`config.mk`:
```
export PLATFORM = sky130hd
export DESIGN_NAME = sobel_frame_packer
export DESIGN_NICKNAME = d
export VERILOG_FILES = /design/src/rtl/sobel_frame_packer.sv
export SDC_FILE = /design/constraint.sdc
export NUM_CORES = 1
export LEC_CHECK = 0
export ABC_AREA = 1
export BUFFER_PORTS_ARGS = -buffer_cell sky130_fd_sc_hd__buf_2
export CAP_MARGIN = 15
export CORE_ASPECT_RATIO = 1.5
export CORE_MARGIN = 1
export CORE_UTILIZATION = 67
export DETAILED_ROUTE_END_ITERATION = 8
export GPL_TIMING_DRIVEN = 0
export PLACE_DENSITY = 0.85
export SLEW_MARGIN = 20
export SYNTH_ARGS = -nofsm -noshare
export SYNTH_HDL_FRONTEND = slang
export SYNTH_SLANG_ARGS = --single-unit
export TNS_END_PERCENT = 10
```
`constraint.sdc`:
```
create_clock -name clk -period 4.1 [get_ports clk]
set_input_delay 0.82 -clock clk [delete_from_list [all_inputs] [get_ports clk]]
set_output_delay 0.82 -clock clk [all_outputs]
set_load 0.005 [all_outputs]
```
`src/rtl/sobel_frame_packer.sv`:
```
// sobel_frame_packer: packs gated Sobel results into an AXI4-Stream-style video stream with sof/eol tags
//   clk, rst_n              : clock, asynchronous active-low reset
//   pix_valid/zero/data     : result pixel in, pad flag forces data to 0
//   pix_ready               : FIFO has room (occupancy based only)
//   m_tvalid/tready/tdata   : output stream handshake and pixel
//   m_tuser/m_tlast         : start of frame / end of line tags
//   frame_done              : one-cycle pulse after the last beat of a frame is taken
//   overflow                : sticky, a pixel arrived while the FIFO was full
module sobel_frame_packer #(
    parameter int RAW_FRAME_COLNUM = 1920,
    parameter int RAW_FRAME_ROWNUM = 1080,
    parameter int DATA_WIDTH       = 8,
    parameter int FIFO_DEPTH       = 16
) (
    input  logic                  clk,
    input  logic                  rst_n,
    input  logic                  pix_valid,
    input  logic                  pix_zero,
    input  logic [DATA_WIDTH-1:0] pix_data,
    output logic                  pix_ready,
    output logic                  m_tvalid,
    input  logic                  m_tready,
    output logic [DATA_WIDTH-1:0] m_tdata,
    output logic                  m_tuser,
    output logic                  m_tlast,
    output logic                  frame_done,
    output logic                  overflow
);
    localparam int AW = $clog2(FIFO_DEPTH);
    localparam int EW = DATA_WIDTH + 3;
    logic [EW-1:0] mem_q [FIFO_DEPTH];
    logic [AW-1:0] wr_ptr_q, rd_ptr_q;
    logic [AW:0]   count_q, count_d;
    logic [11:0]   col_q, row_q, col_d, row_d;
    logic          alive_q, vld_q, vld_d, ovf_q, done_q;
    logic [EW-1:0] out_q, out_d, wr_entry, head;
    logic          wr, pop, col_end, row_end, load;
    assign pix_ready = alive_q && (count_q != (AW+1)'(FIFO_DEPTH));
    assign wr        = pix_valid && pix_ready;
    assign col_end   = col_q == 12'(RAW_FRAME_COLNUM - 1);
    assign row_end   = row_q == 12'(RAW_FRAME_ROWNUM - 1);
    assign wr_entry  = {col_end && row_end, col_q == 12'd0 && row_q == 12'd0, col_end,
                        pix_zero ? {DATA_WIDTH{1'b0}} : pix_data};
    // The output register mirrors the FIFO head; the entry stays counted until it is handshaked.
    assign pop       = vld_q && m_tready;
    assign head      = mem_q[vld_q ? rd_ptr_q + AW'(1) : rd_ptr_q];
    assign load      = vld_q ? (pop && count_q >= (AW+1)'(2)) : (count_q != '0);
    always_comb begin
        col_d   = wr ? (col_end ? 12'd0 : col_q + 12'd1) : col_q;
        row_d   = (wr && col_end) ? (row_end ? 12'd0 : row_q + 12'd1) : row_q;
        count_d = count_q + (AW+1)'(wr) - (AW+1)'(pop);
        vld_d   = vld_q ? (pop ? load : 1'b1) : load;
        out_d   = load ? head : out_q;
    end
    always_ff @(posedge clk) begin
        if (wr) mem_q[wr_ptr_q] <= wr_entry;
    end
    always_ff @(posedge clk or negedge rst_n) begin
        if (!rst_n) begin
            alive_q  <= 1'b0;
            wr_ptr_q <= '0;
            rd_ptr_q <= '0;
            count_q  <= '0;
            col_q    <= '0;
            row_q    <= '0;
            vld_q    <= 1'b0;
            out_q    <= '0;
            ovf_q    <= 1'b0;
            done_q   <= 1'b0;
        end else begin
            alive_q  <= 1'b1;
            wr_ptr_q <= wr_ptr_q + AW'(wr);
            rd_ptr_q <= rd_ptr_q + AW'(pop);
            count_q  <= count_d;
            col_q    <= col_d;
            row_q    <= row_d;
            vld_q    <= vld_d;
            out_q    <= out_d;
            ovf_q    <= ovf_q || (pix_valid && !pix_ready);
            done_q   <= pop && out_q[EW-1];
        end
    end
    assign m_tvalid   = vld_q;
    assign m_tdata    = out_q[DATA_WIDTH-1:0];
    assign m_tlast    = out_q[DATA_WIDTH];
    assign m_tuser    = out_q[DATA_WIDTH+1];
    assign frame_done = done_q;
    assign overflow   = ovf_q;
endmodule

```
# Word level (Yosys, flattened, before mapping)
# Memory sizes are Yosys's and may differ from the RTL's. A register that Yosys moved wholly into a read port is not among the register bits.
# Cells that the tools add are included.
[word_totals] reg_bits=41 ram_bits=176 in_bits=13 output_inout_bits=14 word_cells=45 n_memories=1
[op_classes] n_addsub=7 order_cmp=1 n_eq_ne=3 n_mux=9 reduce_logical=15
[memory_table] memory="mem_q" depth=16 word_bits=11 rd=1 rd_clocked_by_memory_dff=1 wr=1 line="31" source="logic [EW-1:0] mem_q [FIFO_DEPTH];"
[ops] op="$add 12x1->12 const B" n=2
[ops] op="$eq 12x11->1 const B" n=2
[ops] op="$logic_not 12->1" n=2
[ops] op="$mux 12" n=2
[ops] op="$logic_and 1x1->1" n=9
[ops] op="$add 4x1->4" n=2
[ops] op="$mux 8" n=1
[ops] op="$add 5x1->5" n=1
[ops] op="$ge 5x2->1 const B" n=1
[ops] op="$mux 1" n=5
[ops] op="$ne 5x5->1 const B" n=1
[ops] op="$reduce_bool 5->1" n=1
[ops] op="$sub 5x1->5" n=1
[ops] op="$add 4x1->4 const B" n=1
[ops] op="$mux 4" n=1
[ops] op="$logic_not 1->1" n=2
[ops] op="$logic_or 1x1->1" n=1

# Longest topological paths before layout
# Gate-level depths: netlist (run 1).
[logic_depth] depth_word=5 mapped_depth=14 ltp_nobuf=14

# Least setup slack after synthesis (run 1)
# OpenSTA, ideal clock, no wires.
[synth_timing] path_type="register to register" from="reg count_q[2]" to="reg count_q[4]" setup_time_ps=128 arrival_ps=2260 t_required_ps=3972 slack_ps=1713 path_stages_with_launch=15 n_path_buf=0 period_less_slack_ps=2387 cell_sequence="dfrtp_1 inv_1 ha_1 nand4_1 nand2_1 inv_1 nand2_1 ha_1 inv_1 ha_1 inv_1 fa_1 o21ai_0 a21oi_1 xor2_1"
[synth_between] elab_chain_len=5
[synth_lines] item="from (decl)" line="33" source="logic [AW:0] count_q, count_d;"
[synth_lines] item="from (signal assigned)" line="74" source="count_q <= count_d;"
[synth_lines] item="$ne 5x5->1" line="38" source="assign pix_ready = alive_q && (count_q != (AW+1)'(FIFO_DEPTH));"
[synth_lines] item="$logic_and 1x1->1" line="38"
[synth_lines] item="net pix_ready" line="20" source="output logic pix_ready,"
[synth_lines] item="$logic_and 1x1->1" line="39" source="assign wr = pix_valid && pix_ready;"
[synth_lines] item="$add 5x1->5" line="51" source="count_d = count_q + (AW+1)'(wr) - (AW+1)'(pop);"
[synth_lines] item="$sub 5x1->5" line="51"
[synth_lines] item="net count_d[4]" line="33"
# The timed path passes the listed nets, and every way through them passes these cells.
# A chain may end at the register's enable or synchronous reset.

# Worst setup path after layout (run 1)
[layout_timing] from="reg count_q[2]" to="mem mem_q[6][7] (netlist bit), enable pin"
[layout_between] elab_chain_len=5
[layout_lines] item="$ne 5x5->1" line="38"
[layout_lines] item="$logic_and 1x1->1" line="38"
[layout_lines] item="$logic_and 1x1->1" line="39"
[layout_lines] item="$mux 1" line="56" source="if (wr) mem_q[wr_ptr_q] <= wr_entry;"
[layout_lines] item="$mux 1 (not written as such)" line="56"
[layout_lines] item="to (decl)" line="31"
# No other way between the ends.

==> results of run 1 <==
## cell type report
class,instances,area share
Multi-Input combinational cell,601,0.2677
Timing Repair Buffer,27,0.01244
Clock buffer,31,0.04997
Sequential cell,228,0.5550
Clock inverter,5,0.006220
Inverter,194,0.06136
Buffer,55,0.02594
Tap cell,203,0.02140
## sequential cells by signal, indices dropped and copies added, names as in the netlist
| signal | count |
|---|---|
| row_q | 12 |
| out_q | 11 |
| wr_ptr_q | 4 |
| alive_q | 1 |
| rd_ptr_q | 4 |
| mem_q | 176 |
| frame_done | 1 |
| overflow | 1 |
| count_q | 5 |
| m_tvalid | 1 |
| col_q | 12 |
## power by group
group | switching [mW] | internal, mW
Clock | 0.806 | 1.12
Sequential | 0.157 | 2.76
Combinational | 2.83 | 1.27
Total | 3.80 | 5.16
## routing by layer
metal | wire [µm] | up-vias | GRT usage
met2 | 12990 | 461 | 0.5714
met5 | 0 | - | 0
met1 | 8872 | 3763 | 0.3691
li1 | - | 3671 | -
met3 | 2216 | 130 | 0.05342
met4 | 2017 | 0 | 0.2341
## final timing paths
| check | endpoint | depth (start not counted) | slack [ns] | start |
|---|---|---|---|---|
| min in group clk | overflow | 1 | 0.48 | overflow |
| hold / removal | out_q[7] | 1 | 0.35 | rst_n |
| max in group asynchronous | row_q[10] | 1 | 3.28 | rst_n |
| setup / recovery | mem_q[6][7] | 7 | 1.28 | count_q[2] |
| hold reg to reg | overflow | 1 | 0.48 | overflow |
| setup reg to reg | mem_q[6][7] | 7 | 1.28 | count_q[2] |
## cells by family (layout without fill, tap and decap cells)
group | after synthesis | after routing | synth area share
AO/OA/AOI/OAI | 35 | 35 | 0.01766
buffers and inverters | 249 | 312 | 0.09621
other | 1 | 1 | 0.0003483
adder cells (fa/ha/maj) | 19 | 19 | 0.02278
flip-flops | 228 | 228 | 0.6117
XOR/XNOR | 18 | 18 | 0.01534
AND/OR/NAND/NOR | 528 | 528 | 0.2360
## placed cells by master (no fill, tap or decap), drive strengths merged
cell type	instances
nand3	226
inv	194
nand2	187
edfxtp	176
buf	69
dfrtp	52
nand3b	45
clkbuf	44
nor2	40
o21ai	23
ha	18
xor2	17
nor3	12
nand4	11
a21oi	9
nor4	4
clkinv	3
bufinv	2
o221ai	1
o21bai	1
or2	1
nor3b	1
and3	1
xnor2	1
a31oi	1
fa	1
conb	1
## metrics by stage
step / setup slack, ns / power [mW] / hold slack (ns) / util / std cells
3_5_place_dp: 1.188 / 6.862 / 0.4636 / 0.7130 / 1308
5_1_grt: 1.085 / 9.397 / 0.4229 / 0.7561 / 1344
3_3_place_gp: 0.5233 / 6.692 / 0.4572 / 0.7102 / 1306
4_1_cts: 1.300 / 8.821 / 0.3870 / 0.7555 / 1344
2_1_floorplan: 1.713 / 5.606 / 0.4488 / - / 1078
6_report: 1.282 / 8.953 / 0.3477 / 0.7561 / 1344
## worst max-delay path, delay by kind of cell (launching register included)
kind,cells,cell delay (ns)
simple gates,5,1.77
flops,1,0.35
fa+ha+maj,1,0.23
buf+inv,1,0.08
==> results_dict.tcl, run 1 <==
set metrics [dict create \
    path_clk_slew_ns 0.07 \
    synthDistinctLibCells 37 \
    overflow 0 \
    worstHoldPathType "primary input to async pin" \
    slowest_delay_ns 0.93 \
    clock.fmax_ghz 0.3549 \
    status "finished, final reports clean" \
    cts-root-buf "clkbuf_16" \
    die_width_um 105.5 \
    vias 8025 \
    cts_setup_buffers 0 \
    dieHeight_um 157.3 \
    start_kind "flip-flop" \
    antenna_cells 0 \
    ios 27 \
    max-slew-margin-rel 0.2379 \
    yosysWarnings 0 \
    clkLatencyLatePin_ns 0.49 \
    die-area_um2 16590 \
    syn_inst 1078 \
    tns_ns 0 \
    finalCritPeriodShare 0.6873 \
    cts_repair_resize_count 0 \
    p_per_area_nw_per_um2 754.4 \
    synthArstFlopShare 0.2281 \
    h-tree-depth 1 \
    grt_pass1_vias 8011 \
    cp_cell_sequence "inv_1, ha_1, nand4_1, nand2_1, nor2_2, nand3_1, nor2_1" \
    crit_fanout 11 \
    drc 0 \
    critPathKind "flip-flop to flip-flop" \
    finalHoldViolCount 0 \
    cts_tree "built" \
    fill_cells 1026 \
    rows 56 \
    cp_slowest_cell "nor2_1" \
    final_cell_area_um2 11870 \
    worst_pin_slew_ns 1.139 \
    skew_ns 0.01054 \
    yosys.area.top_type "edfxtp_1" \
    wire_per_inst_um 19.41 \
    ir_drop_v 0.0004815 \
    required_ns 4.21 \
    drv_slew 0 \
    gp_congestion 0.9691 \
    synth.most_common_cell "nand3_1" \
    core_area_um2 15700 \
    drive_gt1_frac 0.1096 \
    totalWireLength_mm 26.09 \
    synth_common_cells "nand3_1 (226), inv_1 (190), nand2_1 (183)" \
    numCtsBuffers 20 \
    ys_top_cells_by_area "edfxtp_1 (49%), dfrtp_1 (12%), nand3_1 (11%)" \
    hpwl_mm 17.48 \
    initial_core_util 0.6861 \
    ys.flop_type "edfxtp_1" \
    leakagePower_nw 5.285 \
    register_area_um2 6586 \
    port_buffers 25 \
    multi_input_area_um2 3177 \
    area_growth_pct 10.21 \
    fin_crit_ns 2.818 \
    synth_seq_cells 228 \
    cts_sinks 228 \
    grt_pass1_wl_mm 41.10 \
    postRouteAntennaNets 0 \
    hold_buffers 0 \
    place_area_um2 11190 \
    grt_setup_unrepaired "false" \
    drv_cap 0 \
    setup_viol 0 \
    syn_nets 1110 \
    ys_seq_area_frac 0.6117 \
    antenna_found_initial 0 \
    avgSynthCellArea_um2 9.989 \
    via_per_inst 5.971 \
    syn_area_um2 10770 \
    globalRouteTotalUtil 0.3287 \
    synth_edf_count 176 \
    clk_path_buf_depth 3 \
    critPathCaptureType "flip-flop" \
    yosysTopAreaCellShare 0.4908 \
    firstDrtPassIters 6 \
    critical_path_arrival_ns 2.93 \
    grt_max_degree 53 \
    detail_route.iter0.violations 885 \
    fin_nets 1159 \
]
Note: power is estimated with default switching activity, not from simulation.
==> inputs of run 2 (changes only) <==
--- a/config.mk
+++ b/config.mk
@@ -5,15 +5,15 @@
 export SDC_FILE = /design/constraint.sdc
 export NUM_CORES = 1
 export LEC_CHECK = 0
-export ABC_AREA = 1
+export ABC_AREA = 0
 export BUFFER_PORTS_ARGS = -buffer_cell sky130_fd_sc_hd__buf_2
 export CAP_MARGIN = 15
 export CORE_ASPECT_RATIO = 1.5
 export CORE_MARGIN = 1
-export CORE_UTILIZATION = 67
+export CORE_UTILIZATION = 57
 export DETAILED_ROUTE_END_ITERATION = 8
 export GPL_TIMING_DRIVEN = 0
-export PLACE_DENSITY = 0.85
+export PLACE_DENSITY = 0.77
 export SLEW_MARGIN = 20
 export SYNTH_ARGS = -nofsm -noshare
 export SYNTH_HDL_FRONTEND = slang
==> constraint.sdc (replaced) <==
create_clock -name clk -period 2.3 [get_ports clk]
set_input_delay 0.46 -clock clk [delete_from_list [all_inputs] [get_ports clk]]
set_output_delay 0.46 -clock clk [all_outputs]
set_load 0.005 [all_outputs]
==> results_dict.tcl, run 2 <==
set metrics [dict create \
    clk_path_buf_depth 3 \
    fin_crit_ns 2.416 \
    syn_inst 707 \
    cts-root-buf "clkbuf_16" \
    core_area_um2 18700 \
    critical_path_arrival_ns 2.80 \
    yosys.area.top_type "edfxtp_1" \
    reg2reg_slack_ns -0.12 \
    worst_pin_slew_ns 1.134 \
    initial_core_util 0.5860 \
    start_kind "flip-flop" \
    vias 7030 \
    rows 61 \
    p_per_area_nw_per_um2 1283 \
    firstDrtPassIters 6 \
    critPathCaptureType "flip-flop" \
    fill_cells 1228 \
    via_per_inst 6.721 \
    p_clk_frac 0.231 \
    final_common_cell "edfxtp_1" \
    power_mw 16.27 \
    yosysWarnings 0 \
    die_width_um 115.2 \
    setup_ws_ns -0.1161 \
    busiest_layer "met2" \
    crit_fanout 6 \
    synth_edf_count 176 \
    synthDistinctLibCells 58 \
    port_buffers 26 \
    tns_ns -1.135 \
    top_regs "mem_q: 176 flops, col_q: 12 flops, row_q: 12 flops" \
    synthArstFlopShare 0.2281 \
    antenna_found_initial 0 \
    crit_path_frequent_cell "nor2_1" \
    synth.area.mux_share 0.1779 \
    register_area_um2 6589 \
    share_seq_of_total_power 0.325 \
    synth_compound_area_frac 0.05549 \
    synth.most_common_cell "edfxtp_1" \
    synth_seq_cells 228 \
    avgSynthCellArea_um2 15.50 \
    syn_nets 739 \
    overflow 0 \
    cts_sinks 228 \
    ys_top_cells_by_area "edfxtp_1 (48%), mux4_2 (14%), dfrtp_1 (12%)" \
    p_comb_frac 0.444 \
    status "complete, but fails checks" \
    clkLatencyLatePin_ns 0.51 \
    postRouteAntennaNets 0 \
    die-area_um2 19790 \
    gr-usage-met3 0.05109 \
    violations "negative setup slack" \
    ir_drop_v 0.0007156 \
    use_met1 0.3448 \
    yosysTopAreaCellShare 0.4823 \
    gp_congestion 0.9187 \
    required_ns 2.69 \
    drc 0 \
    r2r_end "count_q[4]" \
    h-tree-depth 1 \
    cts_tree "built" \
    synth_top_family_by_area "multiplexers" \
    path_clk_slew_ns 0.06 \
    synth_common_cells "edfxtp_1 (176), mux4_2 (66), dfrtp_1 (52)" \
    drv_slew 0 \
    p_sw_mw 5.918 \
    final_util 0.6782 \
    dieHeight_um 171.8 \
    skew_ns 0.008884 \
    drv_cap 0 \
    ys_seq_area_frac 0.6011 \
    finalCritPeriodShare 1.050 \
    p_int_mw 10.35 \
    largest_reg_flops 176 \
    numCtsBuffers 21 \
    slowest_delay_ns 0.39 \
    regMostFlops "mem_q" \
    ys.flop_type "edfxtp_1" \
    critPathKind "flip-flop to flip-flop" \
    yosys.area_share.xor_xnor 0.01838 \
    synthAdderAreaFrac 0.02238 \
    area_growth_pct 15.73 \
    ff2ff_path_depth 15 \
    detail_route.iter0.violations 821 \
    finalHoldViolCount 0 \
    syn_area_um2 10960 \
    grt_setup_unrepaired "true" \
    wire_per_inst_um 26.84 \
    leakagePower_nw 4.622 \
    ios 27 \
    cp_cell_sequence "inv_2, ha_4, nand4bb_4, nand3_4, buf_12, ha_1, inv_1, ha_1, inv_1, fa_2, nor2_2, nor2_1, nor2_1, nor2_1, xor2_1" \
    multi_input_area_um2 4270 \
    most-common-layout-cells "edfxtp_1 (176), mux4_2 (66), dfrtp_1 (50), mux2i_1 (44), buf_2 (38)" \
    totalWireLength_mm 28.07 \
    synthSimpleGateAreaFrac 0.09180 \
    cp_slowest_cell "dfrtp_1" \
    drive_gt1_frac 0.3023 \
    antenna_cells 0 \
    setup_viol 26 \
    dp_slack_ns -0.6905 \
    sw_frac_of_total 0.3639 \
    r2r_start "count_q[2]" \
    grtUsageMet2 0.5340 \
    fin_nets 812 \
    grt_max_degree 53 \
    worstHoldPathType "primary input to async pin" \
    clock.fmax_ghz 0.4139 \
    grt_pass1_wl_mm 42.81 \
    grt_pass1_vias 7350 \
    globalRouteTotalUtil 0.2982 \
    hpwl_mm 18.57 \
    max-slew-margin-rel 0.2427 \
]
run 2: stage by stage:
| stage | hold WS, ns | cell area [µm²] | instances |
|---|---|---|---|
| 2_1_floorplan | 0.1644 | 10960 | 707 |
| 3_3_place_gp | 0.4352 | 11410 | 985 |
| 3_5_place_dp | 0.4469 | 11550 | 995 |
| 4_1_cts | 0.02839 | 12500 | 1038 |
| 5_1_grt | 0.06897 | 12680 | 1046 |
| 6_report | 0.005049 | 12680 | 1046 |
run 2: per-layer routing:
metal	up-vias	wire length, µm
li1	2954	-
met1	3550	9368
met2	426	15210
met3	100	2233
met4	0	1260
met5	-	0
run 2: cell type report:
cell class                 count  area share
tap                          252     0.02486
timing repair buffer          51     0.02683
inverter                      18    0.005919
clock inverter                12     0.01519
buffer                        50     0.02831
multi-input combinational    410      0.3367
sequential                   228      0.5195
clock buffer                  25     0.04262
run 2: critical path: cells and delay by family, from the launching register on:
kind | cells | cell delay, ns
adders and majority gates | 4 | 0.87
and+or+nand+nor | 6 | 0.57
DFF | 1 | 0.39
buffers and inverters | 4 | 0.32
xor gates and xnor gates | 1 | 0.14
run 2: cell families after synthesis:
family | count (synthesis)
DFF | 228
buffers and inverters | 69
xor gates and xnor gates | 23
adders and majority gates | 19
other | 1
muxes | 112
AOI/OAI and AO/OA | 82
and+or+nand+nor | 173
run 2: power groups by stage:
stage	sequential (mW)	clock [mW]	combinational (mW)
2_1_floorplan	5.18	0	4.76
3_3_place_gp	5.24	0	6.49
3_5_place_dp	5.28	0	6.70
4_1_cts	5.21	3.77	6.95
5_1_grt	5.33	3.91	7.64
6_report	5.29	3.76	7.22
run 2: worst max path at each step:
stage,startpoint,cells past startpoint,to,slack [ns]
floorplan,count_q[2],6,mem_q[12][0],-0.36
CTS,count_q[2],15,count_q[4],-0.15
detailed placement,count_q[3],15,count_q[4],-0.69
finish,count_q[2],15,count_q[4],-0.12
global placement,count_q[2],6,mem_q[12][5],-1.91
global route,count_q[2],15,count_q[4],-0.26
run 2: repair_timing:
item                       4_1_cts  5_1_grt
setup buffers                    6        9
hold buffers                     0        0
gates cloned                     0        0
setup endpoints to repair      228      125
gates resized for setup         38       36
pin swaps                        4        4
